==> config.mk <==
export PLATFORM = sky130hd
export DESIGN_NAME = piso_serializer
export DESIGN_NICKNAME = d
export VERILOG_FILES = /design/src/rtl/piso_serializer_pkg.sv /design/src/rtl/piso_bit_counter.sv /design/src/rtl/piso_serializer.sv
export SDC_FILE = /design/constraint.sdc
export NUM_CORES = 1
export LEC_CHECK = 0
export ABC_AREA = 1
export CAP_MARGIN = 20
export CORE_AREA = 4 4 41 43
export CTS_CLUSTER_DIAMETER = 200
export DETAILED_ROUTE_END_ITERATION = 6
export DIE_AREA = 0 0 45 47
export HOLD_SLACK_MARGIN = 0.15
export PLACE_DENSITY = 0.68
export SKIP_CTS_REPAIR_TIMING = 1
export SYNTH_ARGS = -nofsm -noshare
export SYNTH_HDL_FRONTEND = slang
export SYNTH_HIERARCHICAL = 1
export SYNTH_SLANG_ARGS = --single-unit
==> constraint.sdc <==
create_clock -name clk -period 1.9 [get_ports clk]
set_input_delay 0.57 -clock clk [delete_from_list [all_inputs] [get_ports clk]]
set_output_delay 0.57 -clock clk [all_outputs]
set_load 0.02 [all_outputs]
==> src/rtl/piso_serializer_pkg.sv <==
// piso_serializer_pkg: shared state enum, default width and counter sizing for the
// serializer and the downstream shift register that consumes its stream.
package piso_serializer_pkg;

    typedef enum logic {IDLE, SHIFT} state_e;

    localparam int DEFAULT_WIDTH = 4;

    function automatic int cnt_width(input int w);
        return $clog2(w);
    endfunction

endpackage

==> src/rtl/piso_bit_counter.sv <==
// piso_bit_counter: bit index within a word; clears on load, wraps after WIDTH-1
// so it never leaves the 0..WIDTH-1 range.
module piso_bit_counter
    import piso_serializer_pkg::*;
#(
    parameter int WIDTH = DEFAULT_WIDTH,
    parameter int CW    = cnt_width(WIDTH)
) (
    input  logic          clk,
    input  logic          rst,
    input  logic          load_i,
    input  logic          inc_i,
    output logic [CW-1:0] cnt_o,
    output logic          tc_o
);

    logic [CW-1:0] cnt_q, cnt_d;

    assign tc_o  = cnt_q == CW'(WIDTH - 1);
    assign cnt_o = cnt_q;
    assign cnt_d = (load_i || (inc_i && tc_o)) ? '0 : inc_i ? cnt_q + 1'b1 : cnt_q;

    always_ff @(posedge clk) begin
        if (rst) cnt_q <= '0;
        else     cnt_q <= cnt_d;
    end

endmodule

==> src/rtl/piso_serializer.sv <==
// piso_serializer: parallel-in serial-out with valid/ready intake, framing and
// last-bit flag; words can be streamed back-to-back without a gap.
module piso_serializer
    import piso_serializer_pkg::*;
#(
    parameter int WIDTH     = DEFAULT_WIDTH,
    parameter int MSB_FIRST = 1
) (
    input  logic             clk,
    input  logic             rst,
    input  logic             in_valid,
    input  logic [WIDTH-1:0] in_data,
    output logic             in_ready,
    output logic             sout,
    output logic             sframe,
    output logic             last_bit
);

    localparam int CW = cnt_width(WIDTH);

    state_e           state_q;
    logic [WIDTH-1:0] sreg_q, sreg_d;
    logic             sframe_q, last_q;
    logic [CW-1:0]    cnt;
    logic             tc, accept;

    piso_bit_counter #(.WIDTH(WIDTH), .CW(CW)) u_cnt (
        .clk    (clk),
        .rst    (rst),
        .load_i (accept),
        .inc_i  (state_q == SHIFT),
        .cnt_o  (cnt),
        .tc_o   (tc)
    );

    assign in_ready = !rst && (state_q == IDLE || tc);
    assign accept   = in_valid && in_ready;
    // Zeros shift in behind the data, so the register is empty once a word drains.
    assign sreg_d   = (MSB_FIRST != 0) ? sreg_q << 1 : sreg_q >> 1;
    assign sout     = (MSB_FIRST != 0) ? sreg_q[WIDTH-1] : sreg_q[0];
    assign sframe   = sframe_q;
    assign last_bit = last_q;

    always_ff @(posedge clk) begin
        if (rst) begin
            state_q  <= IDLE;
            sreg_q   <= '0;
            sframe_q <= 1'b0;
            last_q   <= 1'b0;
        end else if (accept) begin
            state_q  <= SHIFT;
            sreg_q   <= in_data;
            sframe_q <= 1'b1;
            last_q   <= 1'b0;
        end else if (state_q == SHIFT) begin
            sreg_q   <= sreg_d;
            last_q   <= cnt == CW'(WIDTH - 2);
            if (tc) begin
                state_q  <= IDLE;
                sframe_q <= 1'b0;
            end
        end
    end

endmodule

==> results.yml <==
worst_setup_path:
  reg2reg_depth: 9
  r2r_setup_slack_ps: 570
  critical_path_class: "in -> out"
  required_ps: 1330
  r2r_end: "u_cnt/cnt_o[1]"
  crit_path_end_kind: "output port"
  worst_ep_arrival_time_ps: 1290
  worstSetupStartpoint: "rst"
  rr_startpoint: "u_cnt/cnt_o[0]"
  crit_path_end: "in_ready"
  path_max_fanout: 2
  start_kind: "primary input"
yosys:
  netlist_area_um2: 457
  avgSynthCellArea_um2: 7.14
  muxShareOfSynthArea_pct: 0
  synth_top_family_by_area: "simple AND/OR/NAND/NOR gates"
  synth-async-reset-ratio_pct: 0
  synth.area.top_cells: "dfxtp_1 39%, nand2_1 15%, a21oi_1 7.7%, inv_1 7.4%, nor2_1 4.9%"
  synth-xor-area-share_pct: 0
  synth_compound_area_share_pct: 9.32
  yosysTopAreaCellShare_pct: 39.5
  ys.flop_type: "dfxtp_1"
  synthesis.nets: 72
  synth_edf_count: 0
  synth_most_common_cell: "nand2_1"
  synthCells: 64
  synth_cell_type_count: 15
  synth_area_leader_cell: "dfxtp_1"
  synthSimpleGateAreaFrac_pct: 36.7
  ys_top_cells_by_count: "18 x nand2_1, 9 x dfxtp_1, 9 x inv_1"
  synth_seq_area_share_pct: 39.5
  synth-warning-count: 6
  ys_ff_latch: 9
  synthAdderAreaFrac_pct: 2.74
timing:
  tightest_slew_ps: 221
  fin_crit_sh_pct: 98.0
  clock.fmax_ghz: 0.537
  slew_viol_final: 0
  layout_min_cycle_time_ps: 1860
  maxSlewHeadroom_pct: 85.2
  finClkSkew_ps: 2.56
  setup_viol: 0
  hold_violations: 0
  rsz0062_at_grt: "no"
global_route:
  grt_max_degree: 12
  overflow: 0
  grt_use_met1_pct: 13.8
  met3_usage_pct: 6.90
  antenna_found_initial: 0
  grt_pass1_wl_mm: 1.70
  grt.busiest_layer: "met2"
  grt_pass1_vias: 416
  met2_usage_pct: 16.9
  track_usage_pct: 11.7
route:
  drc: 0
  firstDrtPassIters: 4
  ant_nets: 0
  routed_via_density: 4.65
  postRouteWirelength_um: 986
  drt_iter0_drc: 16
  wire_per_inst_um: 10.1
  vias: 456
cts:
  cts_tree: "done"
  clk_latency_ps: 270
  cts_buffers: 3
  cts_buffer_depth: 2
  path_clk_slew_ps: 60
  root_buffer: "clkbuf_4"
  clock-sinks: 9
  cts_max_level: 1
place:
  port_buffers: 10
  dpl.hpwl_um: 717
  place_congestion: 0.737
die:
  die_y_um: 47
  dieArea_mm2: 0.00212
  rows: 13
  ioPinCount: 11
  initial_utilization_pct: 35.1
  fp.dieW_um: 45
  core_mm2: 0.00130
run_status:
  status: "complete, no violations"
final_layout:
  final_nets: 92
  syn2layout_area_growth_pct: 39.5
  drive_above_1_share_pct: 19.3
  n_antenna_cell: 0
  fin_util_pct: 48.9
flow_run:
  drv_cap: 0
power_and_ir_drop:
  p_total_w: 0.000448
  ir_drop_v: 0.000387
  p_leak_nw: 0.294
  powerDensity_mw_per_mm2: 703
worst_hold_path:
  hp-class: "reg -> reg"
sequential cells by signal, summed over array words and instances, names as in the netlist:
register     count
state_q          1
sframe           1
sreg_q           4
u_cnt/cnt_o      2
last_bit         1
report_power, final:
group | total (W) | switching, W | internal (W)
registers | 0.000206 | 0.00000605 | 0.000200
clock network | 0.000153 | 0.0000715 | 0.0000812
logic | 0.0000885 | 0.0000469 | 0.0000416
total | 0.000448 | 0.000124 | 0.000323
logic make-up after synthesis:
kind of cell	Yosys count
simple gates	34
buf+inv	12
flops	9
compound gates	8
fa+ha+maj	1
worst max-delay path, cell delays in order:
cell,delay (ps)
clkdlybuf4s50_1,450
a21oi_2,120
buf_4,150
worst min path at each step:
stage,from,end,slack (ps),cells past startpoint
after floorplan,sreg_q[0],sreg_q[0],460,2
after detailed placement,sreg_q[0],sreg_q[0],480,2
after global routing,sreg_q[0],sreg_q[0],500,2
after global placement,sframe,sframe,470,2
final,sreg_q[0],sreg_q[0],490,2
after CTS,sreg_q[0],sreg_q[0],480,2
final cells by class:
| cell class | count | area [µm²] |
|---|---|---|
| fill | 143 | 664 |
| multi-input combinational | 43 | 226 |
| sequential | 9 | 180 |
| timing repair buffer | 16 | 143 |
| inverter | 11 | 42.5 |
| clock buffer | 4 | 26.3 |
| tap | 15 | 18.8 |
cell usage in the layout, fill, tap and decap left out, drive strengths merged:
| cell type | count |
|---|---|
| nand2 | 19 |
| buf | 7 |
| nor2 | 6 |
| inv | 10 |
| clkdlybuf4s50 | 9 |
| nand4 | 3 |
| clkinv | 1 |
| clkbuf | 4 |
| a21oi | 7 |
| nor3 | 1 |
| ha | 1 |
| o211ai | 1 |
| dfxtp | 9 |
| nand3 | 5 |
per-stage QoR:
stage	std cells	hold slack [ps]	worst slack [ps]	TNS, ps	area, µm²
6_report	98	486	38.6	0	637
5_1_grt	98	503	16.5	0	637
2_1_floorplan	64	457	300	0	457
3_3_place_gp	94	472	-439	-439	609
3_5_place_dp	94	475	-441	-441	609
4_1_cts	98	485	-441	-441	636
layer usage:
metal,part of all wire (%),vias up
met5,0,-
met4,1.6,0
met3,5.9,3
met2,46,9
met1,46,204
li1,-,240
Power figures use the tool's default switching activity.
